--- src/rtl/sram_axi_bridge.sv ---
// Bridges a single-outstanding SRAM-style core port onto AXI single-beat reads and writes.
// The fixed AXI fields (ids, len=0, burst, lock, cache, prot) are tied off by the parent.
module sram_axi_bridge (
    input  logic        clk,
    input  logic        rst,
    input  logic        sram_req,
    input  logic        sram_wr,
    input  logic [3:0]  sram_ben,
    input  logic [31:0] sram_addr,
    input  logic [31:0] sram_wdata,
    output logic        sram_addr_ok,
    output logic        sram_data_ok,
    output logic [31:0] sram_rdata,
    output logic [31:0] araddr,
    output logic [2:0]  arsize,
    output logic        arvalid,
    input  logic        arready,
    input  logic [31:0] rdata,
    input  logic        rvalid,
    output logic        rready,
    output logic [31:0] awaddr,
    output logic [2:0]  awsize,
    output logic        awvalid,
    input  logic        awready,
    output logic [31:0] wdata,
    output logic [3:0]  wstrb,
    output logic        wvalid,
    input  logic        wready,
    input  logic        bvalid,
    output logic        bready
);

    typedef enum logic [2:0] {IDLE, AR, R, AWW, B, RESP} state_t;

    state_t      state_q, state_d;
    logic [31:0] addr_q, wdata_q, rdata_q;
    logic [3:0]  ben_q;
    logic        wr_q;
    logic        aw_done_q, aw_done_d, w_done_q, w_done_d;
    logic [2:0]  size;

    always_comb begin
        case (ben_q)
            4'b1111:                            size = 3'd2;
            4'b0011, 4'b1100:                   size = 3'd1;
            4'b0001, 4'b0010, 4'b0100, 4'b1000: size = 3'd0;
            default:                            size = 3'd2;
        endcase
    end

    always_comb begin
        state_d      = state_q;
        aw_done_d    = aw_done_q;
        w_done_d     = w_done_q;
        sram_addr_ok = 1'b0;
        sram_data_ok = 1'b0;
        arvalid      = 1'b0;
        rready       = 1'b0;
        awvalid      = 1'b0;
        wvalid       = 1'b0;
        bready       = 1'b0;
        case (state_q)
            IDLE: begin
                sram_addr_ok = sram_req;
                if (sram_req) begin
                    state_d   = sram_wr ? AWW : AR;
                    aw_done_d = 1'b0;
                    w_done_d  = 1'b0;
                end
            end
            AR: begin
                arvalid = 1'b1;
                if (arready) state_d = R;
            end
            R: begin
                rready = 1'b1;
                if (rvalid) state_d = RESP;
            end
            AWW: begin
                // Each channel drops its valid independently once its own handshake lands.
                awvalid = !aw_done_q;
                wvalid  = !w_done_q;
                if (awvalid && awready) aw_done_d = 1'b1;
                if (wvalid && wready)   w_done_d  = 1'b1;
                if (aw_done_d && w_done_d) state_d = B;
            end
            B: begin
                bready = 1'b1;
                if (bvalid) state_d = RESP;
            end
            RESP: begin
                sram_data_ok = 1'b1;
                state_d      = IDLE;
            end
            default: state_d = IDLE;
        endcase
        if (rst) begin
            sram_addr_ok = 1'b0;
            sram_data_ok = 1'b0;
            arvalid      = 1'b0;
            rready       = 1'b0;
            awvalid      = 1'b0;
            wvalid       = 1'b0;
            bready       = 1'b0;
        end
    end

    always_ff @(posedge clk) begin
        if (rst) begin
            state_q   <= IDLE;
            addr_q    <= '0;
            wdata_q   <= '0;
            ben_q     <= '0;
            wr_q      <= 1'b0;
            rdata_q   <= '0;
            aw_done_q <= 1'b0;
            w_done_q  <= 1'b0;
        end else begin
            state_q   <= state_d;
            aw_done_q <= aw_done_d;
            w_done_q  <= w_done_d;
            if (sram_addr_ok) begin
                addr_q  <= sram_addr;
                wdata_q <= sram_wdata;
                ben_q   <= sram_ben;
                wr_q    <= sram_wr;
                rdata_q <= '0;  // writes report zero read data
            end
            if (state_q == R && rvalid) rdata_q <= rdata;
        end
    end

    assign sram_rdata = rdata_q;
    assign araddr     = addr_q;
    assign awaddr     = addr_q;
    assign arsize     = wr_q ? 3'd0 : size;
    assign awsize     = wr_q ? size : 3'd0;
    assign wdata      = wdata_q;
    assign wstrb      = ben_q;

endmodule

--- config.mk ---
export PLATFORM = sky130hd
export DESIGN_NAME = sram_axi_bridge
export DESIGN_NICKNAME = d
export VERILOG_FILES = /design/src/rtl/sram_axi_bridge.sv
export SDC_FILE = /design/constraint.sdc
export NUM_CORES = 1
export LEC_CHECK = 0
export CAP_MARGIN = 25
export CELL_PAD_IN_SITES_DETAIL_PLACEMENT = 1
export CELL_PAD_IN_SITES_GLOBAL_PLACEMENT = 1
export CORE_ASPECT_RATIO = 0.7
export CORE_MARGIN = 2
export CORE_UTILIZATION = 25
export CTS_CLUSTER_DIAMETER = 60
export DETAILED_ROUTE_END_ITERATION = 12
export HOLD_SLACK_MARGIN = 0.12
export PLACE_DENSITY_LB_ADDON = 0.1
export SLEW_MARGIN = 25
export SYNTH_ARGS = -nofsm -noshare
export SYNTH_HDL_FRONTEND = slang
export SYNTH_SLANG_ARGS = --single-unit
--- constraint.sdc ---
create_clock -name clk -period 1.7 [get_ports clk]
set_input_delay 0.255 -clock clk [delete_from_list [all_inputs] [get_ports clk]]
set_output_delay 0.255 -clock clk [all_outputs]
set_load 0.005 [all_outputs]
After elaboration in Yosys (flattened, before gate mapping)
Index checks and enable logic that the tools add are counted.

Flip-flop bits (word level): 106. Input bits: 109. Output and inout port bits: 145. Word-level logic and storage cells: 70.

Equal/unequal tests: 16. Multiplexer cells: 33. Reduce and logical (&&, ||, !) cells: 13.

Operators with widths (number): $mux W32 (2); $mux W3 (7); $mux W1 (19); $pmux W3 S5 (1); $ne A2 B2 Y1 const B (5); $eq A4 B2 Y1 const B (2); $eq A4 B4 Y1 const B (2); $eq A3 B2 Y1 const B (2); $eq A3 B3 Y1 const B (2); $reduce_and A5 Y1 (1); $eq A4 B1 Y1 const B (1); $eq A4 B3 Y1 const B (1); $logic_and A1 B1 Y1 (4); $pmux W1 S2 (2); $pmux W2 S2 (1); $reduce_bool A2 Y1 (2); $reduce_or A4 Y1 (1); $eq A3 B1 Y1 const B (1); $logic_not A3 Y1 (1); $logic_not A1 Y1 (2); $mux W2 (1); $reduce_and A2 Y1 (1); $reduce_or A2 Y1 (1).

Longest topological paths before layout
Gate-level depths: netlist of the first run.

Depth after elaboration: 7. Gate-level depth with buffers: 6. Gate-level depth less buffers: 4.

Worst setup path after synthesis of the first run
OpenSTA, ideal clock, no wires.

Path kind: register to output. Start point: reg state_q[2]. End point: out sram_addr_ok. Arrival time: 1.282 ns. Data required time: 1.445 ns. Path slack: 0.163 ns. Cell stages (with the launch flop): 5. Buffers on the path: 2. Cell sequence: dfxtp_1 > or4b_1 > clkbuf_1 > buf_2 > nor2_1.

Word-level cells in the longest chain between the ends: 3.

RTL lines: start, declared (line 35) `state_t state_q, state_d;`; start signal, assigned (line 119) `state_q <= state_d;`; $logic_not A3 Y1 (line 62) `case (state_q)`; $mux W1 (line 62); $mux W1 (line 97) `if (rst) begin`; end, declared (line 11) `output logic sram_addr_ok,`.

Every way passes these cells.

Worst setup path in the final report of the first run
Ends and elaborated chain as after synthesis.

==> results of run 1 <==
[logic make-up (layout without fill, tap and decap cells)]
| logic type | count (synthesis) | after routing |
|---|---|---|
| xor+xnor | 1 | 1 |
| compound gates | 110 | 110 |
| flops | 106 | 106 |
| other cells | 1 | 2 |
| buf+inv | 71 | 285 |
| mux | 3 | 3 |
| simple gates | 203 | 204 |
[cell type report]
cell class / count / area, um2 / area share [%]
multi-input combinational: 320 / 1630 / 23.3
clock inverter: 5 / 61.3 / 0.876
timing repair buffer: 269 / 2650 / 37.9
tap: 225 / 282 / 4.02
clock buffer: 11 / 243 / 3.47
sequential: 106 / 2130 / 30.4
[synth_stat cells, types with 2 or more instances]
cell	count	area share, %
a21oi_1	70	8.6
nor2_1	43	4.0
nand2b_1	4	0.61
nand2_1	138	13
a22oi_1	34	6.3
nor3_1	6	0.74
clkbuf_1	19	1.7
buf_2	16	2.0
buf_4	35	6.4
dfxtp_1	106	52
nor3b_1	2	0.37
nor2b_1	2	0.31
a211o_1	2	0.43
mux2i_1	3	0.74
[state kept, by name (all words and copies together), names as in the netlist]
name,count
sram_rdata,32
wdata,32
wr_q,1
wstrb,4
state_q,3
w_done_q,1
aw_done_q,1
araddr,32
[layer usage]
layer / vias up / wire length (um)
met5: - / 0
met4: 0 / 161
met2: 150 / 7000
met3: 16 / 1420
li1: 2017 / -
met1: 1973 / 6560
[worst max-delay path by stage]
| stage | end | slack, ns | start | cells after the start |
|---|---|---|---|---|
| detailed placement | sram_addr_ok | -0.64 | sram_req | 4 |
| CTS | sram_addr_ok | -0.23 | sram_req | 4 |
| global route | sram_addr_ok | -0.07 | state_q[2] | 3 |
| global placement | sram_rdata[27] | -0.65 | sram_req | 6 |
| finish | sram_addr_ok | -0.004 | state_q[2] | 3 |
| floorplan | sram_addr_ok | 0.16 | state_q[2] | 4 |
[power by group through the flow]
stage               Combinational, mW  Clock, mW  Sequential, mW
floorplan                        1.52          0            3.28
global placement                 3.15          0            3.24
detailed placement               3.23          0            3.27
CTS                              3.30       2.24            3.23
global route                     3.76       2.32            3.30
finish                           3.42       2.13            3.24
[what timing repair did]
item	in CTS	in global routing
endpoints found under the setup margin	84	110
gates cloned	1	1
setup buffers	0	7
pin swaps	6	5
gates resized for setup	40	26
==> out/qor.csv, run 1 <==
stage,metric,value,unit
sta,tns,-0.00440,ns
drt,via_per_inst,4.44,
critical_path,cp.required,1.44,ns
sta,tightest_slew,0.624,ns
grt,use_met1,19.8,%
sta,final-hold-violation-count,0,
power_and_ir_drop,powerDensity,1260,mW/mm2
critical_path,worstReg2RegStart,state_q[2],
yosys,synth_area_per_cell,8.24,um2
yosys,ys_seq_area_share,52.0,%
floorplan,fp.dieH,111,um
sta,min_period,1.70,ns
power_and_ir_drop,p_leak,2.54,nW
sta,fmax,0.587,GHz
power_and_ir_drop,swShare,32.2,%
drt,first_pass_iters,4,
hold_path,hold-path-endpoint,w_done_q,
critical_path,rrSetupSlack,0.07,ns
hold_path,hp-start,rst,
yosys,ys_types,29,
drt,ant_nets,0,
final_layout,layout_common_cells,"238 x clkdlybuf4s50_1, 138 x nand2_1, 101 x dfxtp_1",
critical_path,reg2reg_depth,4,
final_layout,nFillCells,1896,
drt,drc,0,
power_and_ir_drop,finalPower,8.79,mW
sta,finalClockSkew,0.00569,ns
final_layout,final_common_cell,clkdlybuf4s50_1,
floorplan,io_pins,254,
power_and_ir_drop,p_clk_share,24.2,%
floorplan,coreArea,0.0162,mm2
hold_path,whs_path_depth,2,
critical_path,path_buf_inv,1,
yosys,ys_ff_latch,106,
yosys,synth_area,0.00408,mm2
critical_path,crit_arrival,1.45,ns
grt,track_usage,16.9,%
grt,grt_pass1_vias,4349,
placement,hpwl,10300,um
floorplan,dieArea,0.0174,mm2
yosys,synth-compound-area-share,16.0,%
grt,grt_max_degree,72,
yosys,synthSimpleGateAreaFrac,20.7,%
drt,routed_wl,15100,um
outcome,violations,setup timing,
power_and_ir_drop,switchingPower,2.83,mW
final_layout,diodes,0,
cts,cts_hold_buf,0,
grt,grt_antenna_before_repair,0,
drt,drtIter0Drc,127,
yosys,synth_top_family_by_area,simple AND/OR/NAND/NOR gates,
hold_path,min_path_type,in2reg,
yosys,netlist_instances,495,
final_layout,drive_above_1_share,9.00,%
final_layout,syn_to_final_growth,71.6,%
yosys,async_flop_share,0,%
sta,worst_slack,-0.00440,ns
grt,grt_pass1_wl,23100,um
sta,slew_viol_final,0,
yosys,ys.flop_type,dfxtp_1,
critical_path,r2r-end,aw_done_q,
power_and_ir_drop,comb_power_share,38.9,%
cts,clockBufferDepth,2,
critical_path,slowest_stage,or4b_4,
cts,cts_tree,yes,
critical_path,critPathMaxStageDelay,0.55,ns
final_layout,nets,815,
grt,grt-busiest-layer,met2,
drt,vias,4156,
placement,postPlaceCellArea,0.00655,mm2
cts,cts_buffers,9,
placement,placed_cells_incl_taps,911,
job,cap_violations,0,
grt,overflow,0,
sta,rsz0062_at_grt,yes,
cts,clkLatencyLatePin,0.35,ns
sta,hold_ws,0.174,ns
placement,gp_congestion,0.739,
grt,met2_usage,28.1,%
grt,met3_usage,7.94,%
cts,clkSinkCount,106,
critical_path,path_cells,or4b_4 -> nor2_2 -> buf_6,
outcome,status,"finished, violations left",
critical_path,critical_path.max_fanout,2,
power_and_ir_drop,vdd_drop_max,660,uV
yosys,synthMuxAreaShare,0.736,%
critical_path,critPathKind,reg2out,
placement,portBuffers,251,
cts,cts.clk_slew.worst_paths,0.07,ns
drt,wire_per_inst,16.2,um
power_and_ir_drop,power_frac_seq,36.9,%
final_layout,utilization,43.3,%
final_layout,post-route-cell-area,0.00700,mm2
yosys,synth_xor_area_share,0.215,%
critical_path,start_kind,flip-flop,
sta,period_share,100,%
final_layout,final_cells,936,
yosys,synth-adder-area-share,0,%
critical_path,endpoint_kind,output port,
cts,htreeDepth,3,
sta,slew_headroom,58.4,%
floorplan,chipWidth,157,um
floorplan,rows,39,
floorplan,initial_core_util,25.2,%
sta,setup_violations,1,
yosys,yosys_warnings,0,
cts,root_buffer,clkbuf_16,
yosys,synth_edf_count,0,
power_and_ir_drop,internal_power,5.96,mW
critical_path,crit_family,simple AND/OR/NAND/NOR gates,
placement,preCtsSetupSlack,-0.638,ns
Note: power is estimated with default switching activity, not from simulation.
==> run 2: changes to the inputs <==
- SETUP_SLACK_MARGIN: default -> 0.05
==> run 2 against run 1 <==
Compared with the run above: the run still ends with setup timing left; clock power is essentially flat; non-clock buffer count grew 3; sequential power is essentially flat; cell area grew 3.2%; hold slack gained 0.0093 ns; total power grew 3.7%; global-route usage grew 0.17 points; largest cell class unchanged; largest power group unchanged.
==> out/qor.csv, run 2 (synthesis gave the netlist of run 1 again) <==
stage,metric,value,unit
final_layout,layout_common_cells,"238 x clkdlybuf4s50_1, 138 x nand2_1, 100 x dfxtp_1",
grt,grt_pass1_vias,4366,
drt,routed_wl,15400,um
floorplan,coreArea,0.0162,mm2
grt,grt_pass1_wl,23300,um
final_layout,syn_to_final_growth,77.2,%
sta,finalClockSkew,0.00625,ns
final_layout,nets,818,
critical_path,crit_path_start,state_q[0],
cts,cts_hold_buf,0,
final_layout,post-route-cell-area,0.00723,mm2
floorplan,io_pins,254,
drt,drc,0,
outcome,status,"finished, violations left",
power_and_ir_drop,vdd_drop_max,678,uV
sta,period_share,101,%
cts,clkLatencyLatePin,0.35,ns
floorplan,initial_core_util,25.2,%
sta,worst_slack,-0.0107,ns
placement,gp_congestion,0.739,
critical_path,reg2reg_depth,4,
final_layout,final_cells,939,
final_layout,diodes,0,
floorplan,dieArea,0.0174,mm2
placement,hpwl,10300,um
critical_path,start_kind,flip-flop,
critical_path,critPathKind,reg2out,
grt,overflow,0,
floorplan,fp.dieH,111,um
final_layout,final_common_cell,clkdlybuf4s50_1,
hold_path,whs_path_depth,2,
sta,fmax,0.585,GHz
critical_path,cp.required,1.44,ns
sta,rsz0062_at_grt,yes,
outcome,violations,setup timing,
cts,htreeDepth,3,
drt,vias,4185,
drt,wire_per_inst,16.4,um
sta,tightest_slew,0.632,ns
critical_path,critical_path.max_fanout,3,
hold_path,hp-start,rst,
cts,clockBufferDepth,2,
drt,drtIter0Drc,153,
grt,grt_max_degree,72,
placement,placed_cells_incl_taps,911,
sta,final-hold-violation-count,0,
cts,cts.clk_slew.worst_paths,0.07,ns
job,cap_violations,0,
critical_path,worstReg2RegStart,state_q[0],
placement,portBuffers,251,
sta,setup_violations,1,
cts,cts_tree,yes,
cts,root_buffer,clkbuf_16,
sta,slew_headroom,57.8,%
floorplan,rows,39,
sta,slew_viol_final,0,
final_layout,drive_above_1_share,13.6,%
hold_path,min_path_type,in2reg,
grt,track_usage,17.1,%
grt,grt_antenna_before_repair,0,
critical_path,crit_arrival,1.46,ns
final_layout,nFillCells,1871,
drt,first_pass_iters,4,
power_and_ir_drop,p_leak,2.58,nW
floorplan,chipWidth,157,um
power_and_ir_drop,powerDensity,1260,mW/mm2
drt,via_per_inst,4.46,
placement,postPlaceCellArea,0.00655,mm2
cts,clkSinkCount,106,
drt,ant_nets,0,
cts,cts_buffers,9,
critical_path,endpoint_kind,output port,
sta,min_period,1.71,ns
==> run 2: cell count changes in the layout (fill, tap and decap cells not counted), moves of 3 or more <==
| cell | before | now |
|---|---|---|
| a22oi_1 | 34 | 10 |
| buf_2 | 2 | 6 |
| a22oi_2 | 1 | 25 |
| clkbuf_2 | 6 | 3 |
| buf_12 | 0 | 4 |
==> run 2: what timing repair did <==
| action | 4_1_cts | 5_1_grt |
|---|---|---|
| gates resized for setup | 59 | 49 |
| cloned | 2 | 1 |
| pin swaps | 8 | 10 |
| setup endpoints to repair | 114 | 113 |
| buffers inserted | 3 | 6 |
==> run 2: worst paths after layout <==
path | end | slack [ns]
max | sram_addr_ok | -0.01
min | w_done_q | 0.18
max reg2reg | aw_done_q | 0.04
min reg2reg | wdata[16] | 0.45
==> run 2: cell type report <==
class	instances	area [um2]	share of cell area, %
clock inverter	5	61.3	0.848
clock buffer	11	243	3.36
timing repair buffer	272	2720	37.6
sequential	106	2130	29.5
multi-input combinational	320	1790	24.8
tap	225	282	3.90
==> run 2: layer usage <==
layer  GRT usage, %  vias to the layer above  part of all wire [%]
met5              0                        -                     0
met4           4.22                        0                   1.1
met3           7.94                       16                   9.6
met2           28.5                      149                    47
met1           19.9                     1995                    43
li1               -                     2025                     -
==> run 2: power by group <==
part           switching [mW]  leakage (nW)  internal, mW
logic                    1.71          1.57          2.01
clock network           0.947         0.138          1.19
registers               0.315         0.867          2.94
==> run 2: critical path: stages, from the launching register on <==
cell	delay [ns]
dfxtp_2	0.33
or4b_4	0.56
nor2_4	0.10
buf_6	0.11
==> run 2: per-stage QoR <==
stage	power (mW)	setup TNS [ns]	hold slack, ns	setup slack [ns]	utilization (%)
3_3_place_gp	6.39	-53.50	0.441	-0.651	40.5
2_1_floorplan	4.80	0	0.391	0.163	-
4_1_cts	8.85	-0.487	0.150	-0.0578	43.0
3_5_place_dp	6.50	-48.13	0.450	-0.638	40.6
6_report	9.12	-0.0107	0.183	-0.0107	44.7
5_1_grt	9.70	-0.0769	0.181	-0.0613	44.7
==> run 3: changes to the inputs <==
- HOLD_SLACK_MARGIN: 0.12 -> 0.06
==> results of run 3 <==
Same layout as run 2: the final DEF is identical, and so are final timing and power.
